**src/rtl/key_matrix.sv**
```systemverilog
`default_nettype none
// ============================================================================
// Module      : key_matrix
// Description : Presents an 80-bit active-low HPS key vector to the emulated
//               CPC as a 10x8 keyboard matrix. The matrix is snapshotted on
//               each CRTC vsync rising edge. A minimum-hold counter keeps
//               short presses visible to the once-per-frame firmware scan.
//               The row is chosen through the PPI port C row latch.
// Revision    : 1.0 - initial release
// ============================================================================
module key_matrix #(
    parameter int HOLD_FRAMES = 2,
    parameter int HOLD_W      = 4
) (
    input  logic        clk_i,
    input  logic        reset_i,
    input  logic [79:0] keys_i,
    input  logic        vsync_i,
    input  logic        row_wr_i,
    input  logic [3:0]  row_i,
    output logic [7:0]  col_o,
    output logic [3:0]  row_o,
    output logic        update_o
);

    localparam logic [0:0]        S_IDLE    = 1'b0;
    localparam logic [0:0]        S_HOLD    = 1'b1;
    localparam logic [HOLD_W-1:0] HOLD_INIT = HOLD_W'(HOLD_FRAMES);
    localparam logic [HOLD_W-1:0] HOLD_LAST = HOLD_W'(1);
    localparam bit                HOLD_EN   = (HOLD_FRAMES > 0);

    logic [79:0]       keys_q;
    logic [79:0]       snap;
    logic              vs_prev;
    logic              vs_edge;
    logic [3:0]        row_r;
    logic [HOLD_W-1:0] hold_cnt;
    logic [0:0]        state;
    logic [0:0]        state_next;
    logic              take_snap;
    logic              dec_hold;
    logic [7:0]        row_bytes [16];

    // Input register for the key vector and previous-vsync sample for edge detection.
    // vs_prev resets high so a vsync already high at reset release is not an edge.
    always_ff @(posedge clk_i) begin
        if (reset_i) begin
            keys_q  <= '1;
            vs_prev <= 1'b1;
        end else begin
            keys_q  <= keys_i;
            vs_prev <= vsync_i;
        end
    end

    assign vs_edge = vsync_i & ~vs_prev;

    // FSM state register.
    always_ff @(posedge clk_i) begin
        if (reset_i) begin
            state <= S_IDLE;
        end else begin
            state <= state_next;
        end
    end

    // FSM next-state logic: a fresh snapshot starts a hold period when holding is enabled.
    always_comb begin
        state_next = state;
        case (state)
            S_IDLE: begin
                if (take_snap && HOLD_EN) begin
                    state_next = S_HOLD;
                end
            end
            S_HOLD: begin
                if (vs_edge && (hold_cnt == HOLD_LAST)) begin
                    state_next = S_IDLE;
                end
            end
            default: state_next = S_IDLE;
        endcase
    end

    // FSM outputs: snapshot only from IDLE on a real change; count down edges while holding.
    always_comb begin
        take_snap = 1'b0;
        dec_hold  = 1'b0;
        case (state)
            S_IDLE:  take_snap = vs_edge && (keys_q != snap);
            S_HOLD:  dec_hold  = vs_edge;
            default: begin
                take_snap = 1'b0;
                dec_hold  = 1'b0;
            end
        endcase
    end

    // Snapshot register, hold counter and one-cycle update pulse.
    always_ff @(posedge clk_i) begin
        if (reset_i) begin
            snap     <= '1;
            hold_cnt <= '0;
            update_o <= 1'b0;
        end else begin
            update_o <= take_snap;
            if (take_snap) begin
                snap <= keys_q;
                if (HOLD_EN) begin
                    hold_cnt <= HOLD_INIT;
                end
            end else if (dec_hold) begin
                hold_cnt <= hold_cnt - HOLD_LAST;
            end
        end
    end

    // Row latch written by the PPI port C strobe.
    always_ff @(posedge clk_i) begin
        if (reset_i) begin
            row_r <= '0;
        end else if (row_wr_i) begin
            row_r <= row_i;
        end
    end

    assign row_o = row_r;

    // Byte view of the snapshot; rows 10..15 do not exist and read as no key pressed.
    for (genvar r = 0; r < 16; r++) begin : g_row
        if (r < 10) begin : g_live
            assign row_bytes[r] = snap[r*8 +: 8];
        end else begin : g_pad
            assign row_bytes[r] = 8'hFF;
        end
    end

    // Registered column output for the latched row.
    always_ff @(posedge clk_i) begin
        if (reset_i) begin
            col_o <= 8'hFF;
        end else begin
            col_o <= row_bytes[row_r];
        end
    end

endmodule
`default_nettype wire

```
**config.mk**
```make
export PLATFORM = sky130hd
export DESIGN_NAME = key_matrix
export DESIGN_NICKNAME = d
export VERILOG_FILES = /design/src/rtl/key_matrix.sv
export SDC_FILE = /design/constraint.sdc
export NUM_CORES = 1
export LEC_CHECK = 0
export CAP_MARGIN = 20
export CORE_MARGIN = 5
export CORE_UTILIZATION = 55
export CTS_CLUSTER_SIZE = 16
export DETAILED_ROUTE_END_ITERATION = 7
export PLACE_DENSITY_LB_ADDON = 0.3
export REMOVE_ABC_BUFFERS = 1
export SETUP_SLACK_MARGIN = 0.5
export SYNTH_ARGS = -nofsm -noshare
export SYNTH_HDL_FRONTEND = slang
export SYNTH_SLANG_ARGS = --single-unit
```
**constraint.sdc**
```tcl
create_clock -name clk_i -period 2.1 [get_ports clk_i]
set_input_delay 0.42 -clock clk_i [delete_from_list [all_inputs] [get_ports clk_i]]
set_output_delay 0.42 -clock clk_i [all_outputs]
set_load 0.005 [all_outputs]
```
Word-level counts from Yosys, hierarchy flattened
Index checks and enable logic that the tools add are counted.
{ "op_classes": {"add_sub_neg": 1, "magnitude_cmp": 1, "eq_ne": 2, "muxes": 10, "bitwise_logic": 4, "reduce_logical": 4} }
{ "ops": {"columns": ["cell", "n"], "rows": [
  ["80-bit != test", 1],
  ["8-bit binary-select mux with 4-bit select", 1],
  ["8-bit two-way mux", 2],
  ["5-bit greater-or-equal comparator (second input constant)", 1],
  ["4-bit inverter with 5-bit output", 1],
  ["4-bit by 1-bit == test with 1-bit output (second input constant)", 1],
  ["1-bit two-way mux", 4],
  ["2-bit two-way mux", 2],
  ["4-bit by 1-bit subtractor with 4-bit output (second input constant)", 1],
  ["1-bit logical AND", 2],
  ["1-bit inverter", 2],
  ["1-bit case mux with 2 select lines", 1],
  ["2-bit nonzero test", 1],
  ["2-bit OR reduction", 1],
  ["1-bit bitwise AND", 1]
]} }
{ "totals": {"ff_bits": 179, "input_bits": 88, "out_inout_bits": 13, "elab_cells": 31} }

Depth between registers and ports, before layout
Gate-level depths: netlist of run 1.
{ "logic_depth": {"depth_word": 6, "mapped_depth": 8, "ltp_nobuf": 6} }

Least setup slack after synthesis of run 1
OpenSTA, ideal clock, no wires.
{ "synth_path": {"path_type": "register to register", "from": "reg row_r[0], in the netlist row_o[0]", "to": "reg col_o[6]", "setup_ps": 129, "arrival_time_ps": 1650, "required_time_ps": 1971, "slack_ps": 320, "path_stages_with_launch": 8, "cell_sequence": "dfxtp_1 -> buf_2 -> buf_2 -> mux4_2 -> nor2_1 -> a21oi_1 -> o22ai_1 -> nand2_1"} }
{ "synth_via": {"elab_chain_cells": 4} }
{ "synth_rtl": {"columns": ["element", "line_no", "rtl"], "rows": [
  ["start: declaration", "36", "logic [3:0] row_r;"],
  ["start signal: assignment", "123", "row_r <= row_i;"],
  ["4-bit inverter with 5-bit output (implied by the code)", "143", "col_o <= row_bytes[row_r];"],
  ["8-bit binary-select mux with 4-bit select", "143", null],
  ["8-bit two-way mux (implied by the code) (2 in series)", "143", null],
  ["end signal: assignment", "143", null],
  ["end: declaration", "21", "output logic [7:0] col_o,"]
]} }
No other way between the ends. The select of a mux whose other input is x is not followed.
A chain may end at the register's enable or synchronous reset.

Final worst setup path of run 1
{ "layout_path": {"from": "reg keys_q[79]", "to": "reg snap[11]"} }
{ "layout_via": {"elab_chain_cells": 3} }
{ "layout_rtl": {"columns": ["element", "line_no", "rtl"], "rows": [
  ["start: declaration", "32", "logic [79:0] keys_q;"],
  ["start signal: assignment", "51", "keys_q <= keys_i;"],
  ["80-bit != test", "90", "S_IDLE: take_snap = vs_edge && (keys_q != snap);"],
  ["1-bit logical AND", "90", null],
  ["1-bit two-way mux", "89", "case (state)"],
  ["end signal: assignment", "108", "snap <= keys_q;"],
  ["end: declaration", "33", "logic [79:0] snap;"]
]} }
No other way between the ends.

==> impl_metrics.json, run 1 <==
{
  "drt_first_pass_iters": 5,
  "holdBufCountCts": 0,
  "leakage_nw": 4.02,
  "min_period_ps": 2160,
  "finalMaxSlewViolations": 0,
  "yosys_warnings": 0,
  "track_usage_pct": 24.8,
  "numCtsBuffers": 17,
  "num_rows": 43,
  "vias": 6182,
  "clk_pin_slew_worst_paths_ps": 60,
  "crit_path_cell_trace": "xnor2_2 > nand4_1 > nor4_4 > buf_4 > nand3_4 > o21a_4 > buf_12 > o211ai_1",
  "cts.sinks": 179,
  "final_hold_viol_count": 0,
  "p_total_mw": 7.66,
  "yosysSeqAreaShare_pct": 47.2,
  "holdPathEnd": "col_o[5]",
  "slowest_stage": "nor4_4",
  "fin_worst_skew_ps": 7.58,
  "relSlewSlack_pct": 65.7,
  "max_clock_freq_mhz": 462,
  "wl_per_cell_um": 18.6,
  "syn_to_final_growth_pct": 28.7,
  "first_iter_violations": 670,
  "drive_above_1_share_pct": 24.3,
  "worst-r2r-cell-count": 8,
  "reg2reg_slack_ps": -60,
  "initial_core_util_pct": 55.4,
  "portBuffers": 100,
  "synth_flop_cell": "dfxtp_1",
  "synth_edf_count": 0,
  "clock_latency_ps": 430,
  "utilization_pct": 71.2,
  "antenna_found_initial": 0,
  "syn_avg_cell_area_sq_um": 9.84,
  "die_w_um": 128,
  "core_area_sq_mm": 0.0137,
  "synth_seq_cells": 179,
  "cellPowerDensity_mw_per_mm2": 784,
  "critPathCaptureType": "register",
  "die_h_um": 128,
  "root_buffer": "clkbuf_16",
  "maxCapViolations": 0,
  "tightest_slew_ps": 513,
  "hp-class": "primary input to register",
  "async_flop_share_pct": 0,
  "setup_violations": 59,
  "diodes": 0,
  "min_period_over_period_pct": 103,
  "grt_overflow_total": 0,
  "finalSetupTns_ps": -933,
  "ios": 101,
  "ctsHtreeMaxLevel": 4,
  "critical_path.top_delay_family": "simple AND/OR/NAND/NOR gates",
  "crit_fanout": 7,
  "timing.critical_path.buf_inv": 2,
  "required_ps": 2440,
  "rsz0062_at_grt": "yes",
  "r2r_end": "snap[11]",
  "drc_errors": 0,
  "start_kind": "register",
  "synth_cell_types": 29,
  "synthTopCellsByArea": "dfxtp_1, o211ai_1, xnor2_1, or2_2, mux4_2",
  "fin_ws_ps": -64.8,
  "grt_pass1_vias": 6192,
  "dpl.cell_count": 1020,
  "status": "finished, violations left",
  "critPathMaxStageDelay_ps": 390,
  "grt_pass1_wl_mm": 31.9,
  "stdcell_area_sq_mm": 0.00977,
  "final_nets": 963,
  "wirelength_mm": 19.8,
  "cts_tree": "done",
  "worstHoldPathCells": 3,
  "final_cells": 1066,
  "place_area_sq_mm": 0.00884,
  "syn_inst": 772,
  "ir_drop_mv": 0.638,
  "place.gp.congestion": 0.871,
  "dp.final_hpwl_mm": 12.7,
  "place_ws_ps": -195,
  "die-area_sq_mm": 0.0163,
  "min-delay-start": "reset_i",
  "viasPerCell": 5.80,
  "critical_path_class": "register to register",
  "cts_buffer_depth": 2,
  "arrival_ps": 2500,
  "violations": "setup timing",
  "yosys.area.top_type": "dfxtp_1",
  "reg2reg_from": "keys_q[79]",
  "synth_top_area_share_pct": 47.2,
  "grt_max_degree": 51,
  "ant_nets": 0,
  "hold_ws_ps": 486,
  "netlist_area_sq_mm": 0.00759
}
## routing by layer
| metal | vias to the layer above | share of wire, % | global-route usage (%) |
|---|---|---|---|
| met5 | - | 0 | 0 |
| met4 | 0 | 3.7 | 11.3 |
| met3 | 66 | 7.5 | 5.10 |
| met2 | 310 | 48 | 39.8 |
| met1 | 2917 | 40 | 32.3 |
| li1 | 2889 | - | - |
## cells in the mapped netlist (2+ instances only)
cell,instances
nor4_1,6
buf_1,5
nand2_1,12
o22ai_1,8
or2_2,81
nand3_1,3
nor2b_1,2
buf_4,2
buf_2,11
a21oi_1,19
clkbuf_1,40
buf_6,7
o211ai_1,159
nand4_1,20
xnor2_1,81
inv_1,82
mux2i_1,4
mux4_2,16
nor3_2,2
nor2_1,24
dfxtp_1,179
ha_1,2
## timing repair
item / 4_1_cts / 5_1_grt
gates cloned: 4 / 1
endpoints found under the setup margin: 107 / 95
pin swaps: 23 / 11
setup buffers: 8 / 1
resized for setup: 54 / 12
## logic make-up (layout without fill, tap and decap cells)
| logic type | count (synthesis) | after routing | share of synthesized area [%] |
|---|---|---|---|
| AND/OR/NAND/NOR | 150 | 150 | 11.2 |
| flip-flops | 179 | 179 | 47.2 |
| adder cells (fa/ha/maj) | 2 | 2 | 0.329 |
| multiplexers | 20 | 20 | 5.27 |
| AO/OA/AOI/OAI | 191 | 191 | 18.3 |
| buffers and inverters | 148 | 262 | 8.29 |
| XOR/XNOR | 82 | 82 | 9.46 |
## state kept, by name, indices dropped and copies added (netlist names)
name	cells
update_o	1
vs_prev	1
snap	80
row_o	4
col_o	8
keys_q	80
hold_cnt	4
state	1
## how the worst max path moves through the flow
stage | startpoint | to | slack [ps] | cells after the start
after floorplan | vsync_i | snap[0] | -3170 | 4
after detailed placement | snap[49] | snap[3] | -200 | 8
after global routing | snap[58] | snap[11] | -160 | 8
final | keys_q[79] | snap[11] | -60 | 8
after global placement | snap[49] | hold_cnt[0] | -130 | 8
after CTS | keys_q[79] | snap[11] | -10 | 8
## power breakdown
part / switching, mW / leakage, nW / internal (mW)
Combinational: 0.411 / 2.27 / 0.537
Clock: 1.32 / 0.267 / 1.66
Sequential: 0.153 / 1.48 / 3.58
## final cells by class
| cell class | instances | area, sq um |
|---|---|---|
| Clock buffer | 20 | 447 |
| Multi-Input combinational cell | 445 | 3530 |
| Inverter | 83 | 312 |
| Timing Repair Buffer | 147 | 1560 |
| Sequential cell | 179 | 3600 |
| Clock inverter | 12 | 108 |
| Fill cell | 988 | 3950 |
| Tap cell | 180 | 225 |
## layout by cell type (no fill, tap or decap), types with 2 or more instances in the layout
cell             synthesis  routed
dfxtp_1                179     170
o211ai_1               159     159
clkdlybuf4s50_1          0      86
inv_1                   82      82
or2_2                   81      81
xnor2_1                 81      78
buf_4                    2      29
nand4_1                 20      20
clkbuf_16                0      18
nor2_1                  24      17
mux4_2                  16      16
a21oi_1                 19      14
dlygate4sd2_1            0      12
nand2_1                 12      11
buf_12                   0       9
dfxtp_2                  0       8
o22ai_1                  8       7
nor2_2                   0       6
a21oi_2                  0       5
mux2i_1                  4       4
clkinv_2                 0       4
buf_16                   0       4
xnor2_2                  0       3
clkinvlp_4               0       3
buf_6                    7       3
nor4_4                   0       2
nor4_2                   0       2
nor4_1                   6       2
nand3_1                  3       2
nor3_2                   2       2
ha_1                     2       2
inv_6                    0       2
clkinv_4                 0       2
clkbuf_1                40       2
## worst min-delay path, cell delays in order
cell	delay [ps]
buf_2	120
inv_2	210
nand2_1	110
Note: power is estimated with default switching activity, not from simulation.
==> run 2, diff against run 1 <==
Settings changed: CORE_UTILIZATION 55 to 40, SLEW_MARGIN set to 20.
==> run 2 against run 1 <==
Against the previous run: the run now ends clean; critical path depth stayed put; clock power down 3%; combinational power grew 1%; sequential share of layout area is 0.54 points lower; global-route usage fell by 6.4 points; critical endpoint is now snap[28]; routed wire length is 0.59% higher; utilization shrank 18 points.
==> impl_metrics.json, run 2 (synthesis gave the netlist of run 1 again) <==
{
  "hp-class": "primary input to register",
  "max_clock_freq_mhz": 495,
  "critPathMaxStageDelay_ps": 400,
  "vias": 5969,
  "viasPerCell": 5.32,
  "leakage_nw": 4.05,
  "finalSetupTns_ps": 0,
  "ios": 101,
  "drt_first_pass_iters": 5,
  "r2r_end": "snap[28]",
  "p_total_mw": 7.58,
  "maxCapViolations": 0,
  "final_common_cell": "o211ai_1",
  "grt_overflow_total": 0,
  "min_period_over_period_pct": 96.2,
  "final_nets": 966,
  "min_period_ps": 2020,
  "clock_latency_ps": 440,
  "final_cells": 1122,
  "root_buffer": "clkbuf_16",
  "grt_pass1_wl_mm": 31.6,
  "relSlewSlack_pct": 71.2,
  "pwr-share-clk_pct": 38.2,
  "utilization_pct": 53.3,
  "arrival_ps": 2380,
  "hold_ws_ps": 503,
  "min-delay-start": "reset_i",
  "worstHoldPathCells": 3,
  "clk_pin_slew_worst_paths_ps": 70,
  "largestRegisters": "keys_q x80, snap x80, col_o x8",
  "diodes": 0,
  "core_area_sq_mm": 0.0187,
  "dp.final_hpwl_mm": 12.5,
  "final_hold_viol_count": 0,
  "track_usage_pct": 18.4,
  "reg2reg_slack_ps": 80,
  "portBuffers": 100,
  "rsz0062_at_grt": "yes",
  "fin_worst_skew_ps": 9.54,
  "crit_fanout": 16,
  "worst-r2r-cell-count": 8,
  "dpl.cell_count": 1079,
  "slowest_stage": "dfxtp_1",
  "syn_to_final_growth_pct": 31.2,
  "grt_pass1_vias": 5896,
  "wirelength_mm": 20.0,
  "die_w_um": 148,
  "finalMaxSlewViolations": 0,
  "ctsHtreeMaxLevel": 4,
  "holdPathEnd": "row_o[1]",
  "reg2reg_from": "keys_q[6]",
  "die-area_sq_mm": 0.0218,
  "die_h_um": 148,
  "cellPowerDensity_mw_per_mm2": 760,
  "internal_power_mw": 5.67,
  "setup_violations": 0,
  "sw_frac_of_total_pct": 25.2,
  "switchingPower_mw": 1.91,
  "wl_per_cell_um": 17.8,
  "num_rows": 50,
  "grt_max_degree": 89,
  "drc_errors": 0,
  "start_kind": "register",
  "antenna_found_initial": 0,
  "critPathCaptureType": "register",
  "numCtsBuffers": 17,
  "required_ps": 2460,
  "ant_nets": 0,
  "cts_buffer_depth": 2,
  "drive_above_1_share_pct": 26.8,
  "crit_path_cell_trace": "xnor2_2 > nand4_1 > nor4_2 > buf_4 > nand3_4 > o21a_4 > clkbuf_16 > o211ai_1",
  "tightest_slew_ps": 431,
  "layout_common_cells": "o211ai_1, dfxtp_1, clkdlybuf4s50_1",
  "place.gp.congestion": 0.810,
  "critical_path_class": "register to register",
  "status": "completed",
  "first_iter_violations": 506,
  "cts.sinks": 179,
  "seqPwrFrac_pct": 49.1,
  "p_comb_share_pct": 12.7,
  "initial_core_util_pct": 40.6,
  "cts_tree": "done",
  "ir_drop_mv": 0.637
}
-- run 2: what timing repair did --
action | in CTS | in global routing
setup buffers | 6 | 1
gates resized for setup | 66 | 24
endpoints found under the setup margin | 107 | 95
cloned | 2 | 3
pin swaps | 21 | 11
hold buffers | 0 | 0
-- run 2: critical path, delay by kind of cell, from the launching register on --
family	cells	cell delay (ps)
buf+inv	2	370
simple gates	3	540
flops	1	400
xor+xnor	1	150
compound gates	2	470
-- run 2: cell type report --
class / count / area [sq um]
Timing Repair Buffer: 150 / 1620
Fill cell: 1637 / 8740
Clock buffer: 20 / 447
Sequential cell: 179 / 3610
Multi-Input combinational cell: 445 / 3600
Tap cell: 234 / 293
Inverter: 83 / 312
Clock inverter: 11 / 81.3
-- run 2: layer usage --
| layer | GRT usage [%] | up-vias | share of wire [%] |
|---|---|---|---|
| li1 | - | 2882 | - |
| met1 | 24.6 | 2867 | 46 |
| met2 | 29.2 | 189 | 46 |
| met3 | 4.51 | 31 | 5.8 |
| met4 | 6.38 | 0 | 1.9 |
| met5 | 0 | - | 0 |
-- run 2: through the flow --
| step | instance area [sq um] | setup slack [ps] |
|---|---|---|
| after floorplan | 7280 | -3170 |
| after global placement | 8970 | -20.0 |
| final | 9970 | 79.8 |
| after global routing | 9970 | -12.2 |
| after CTS | 9790 | 141 |
| after detailed placement | 8970 | -35.4 |
-- run 2: worst max path at each step --
stage                     from        to  slack (ps)  cells after the start
finish               keys_q[6]  snap[28]          80                      8
global route        keys_q[73]  snap[47]         -10                      8
CTS                 keys_q[73]  snap[22]         140                      8
detailed placement    snap[12]  snap[77]         -40                      7
global placement       vsync_i  snap[59]         -20                      6
floorplan              vsync_i   snap[0]       -3170                      4
-- run 2: power groups by stage --
stage          registers, mW  clock network, mW  logic (mW)
6_report                3.72               2.89       0.961
5_1_grt                 3.74               3.10        1.04
4_1_cts                 3.72               2.95       0.932
3_5_place_dp            3.79                  0       0.864
3_3_place_gp            3.79                  0       0.858
2_1_floorplan           3.77                  0       0.456
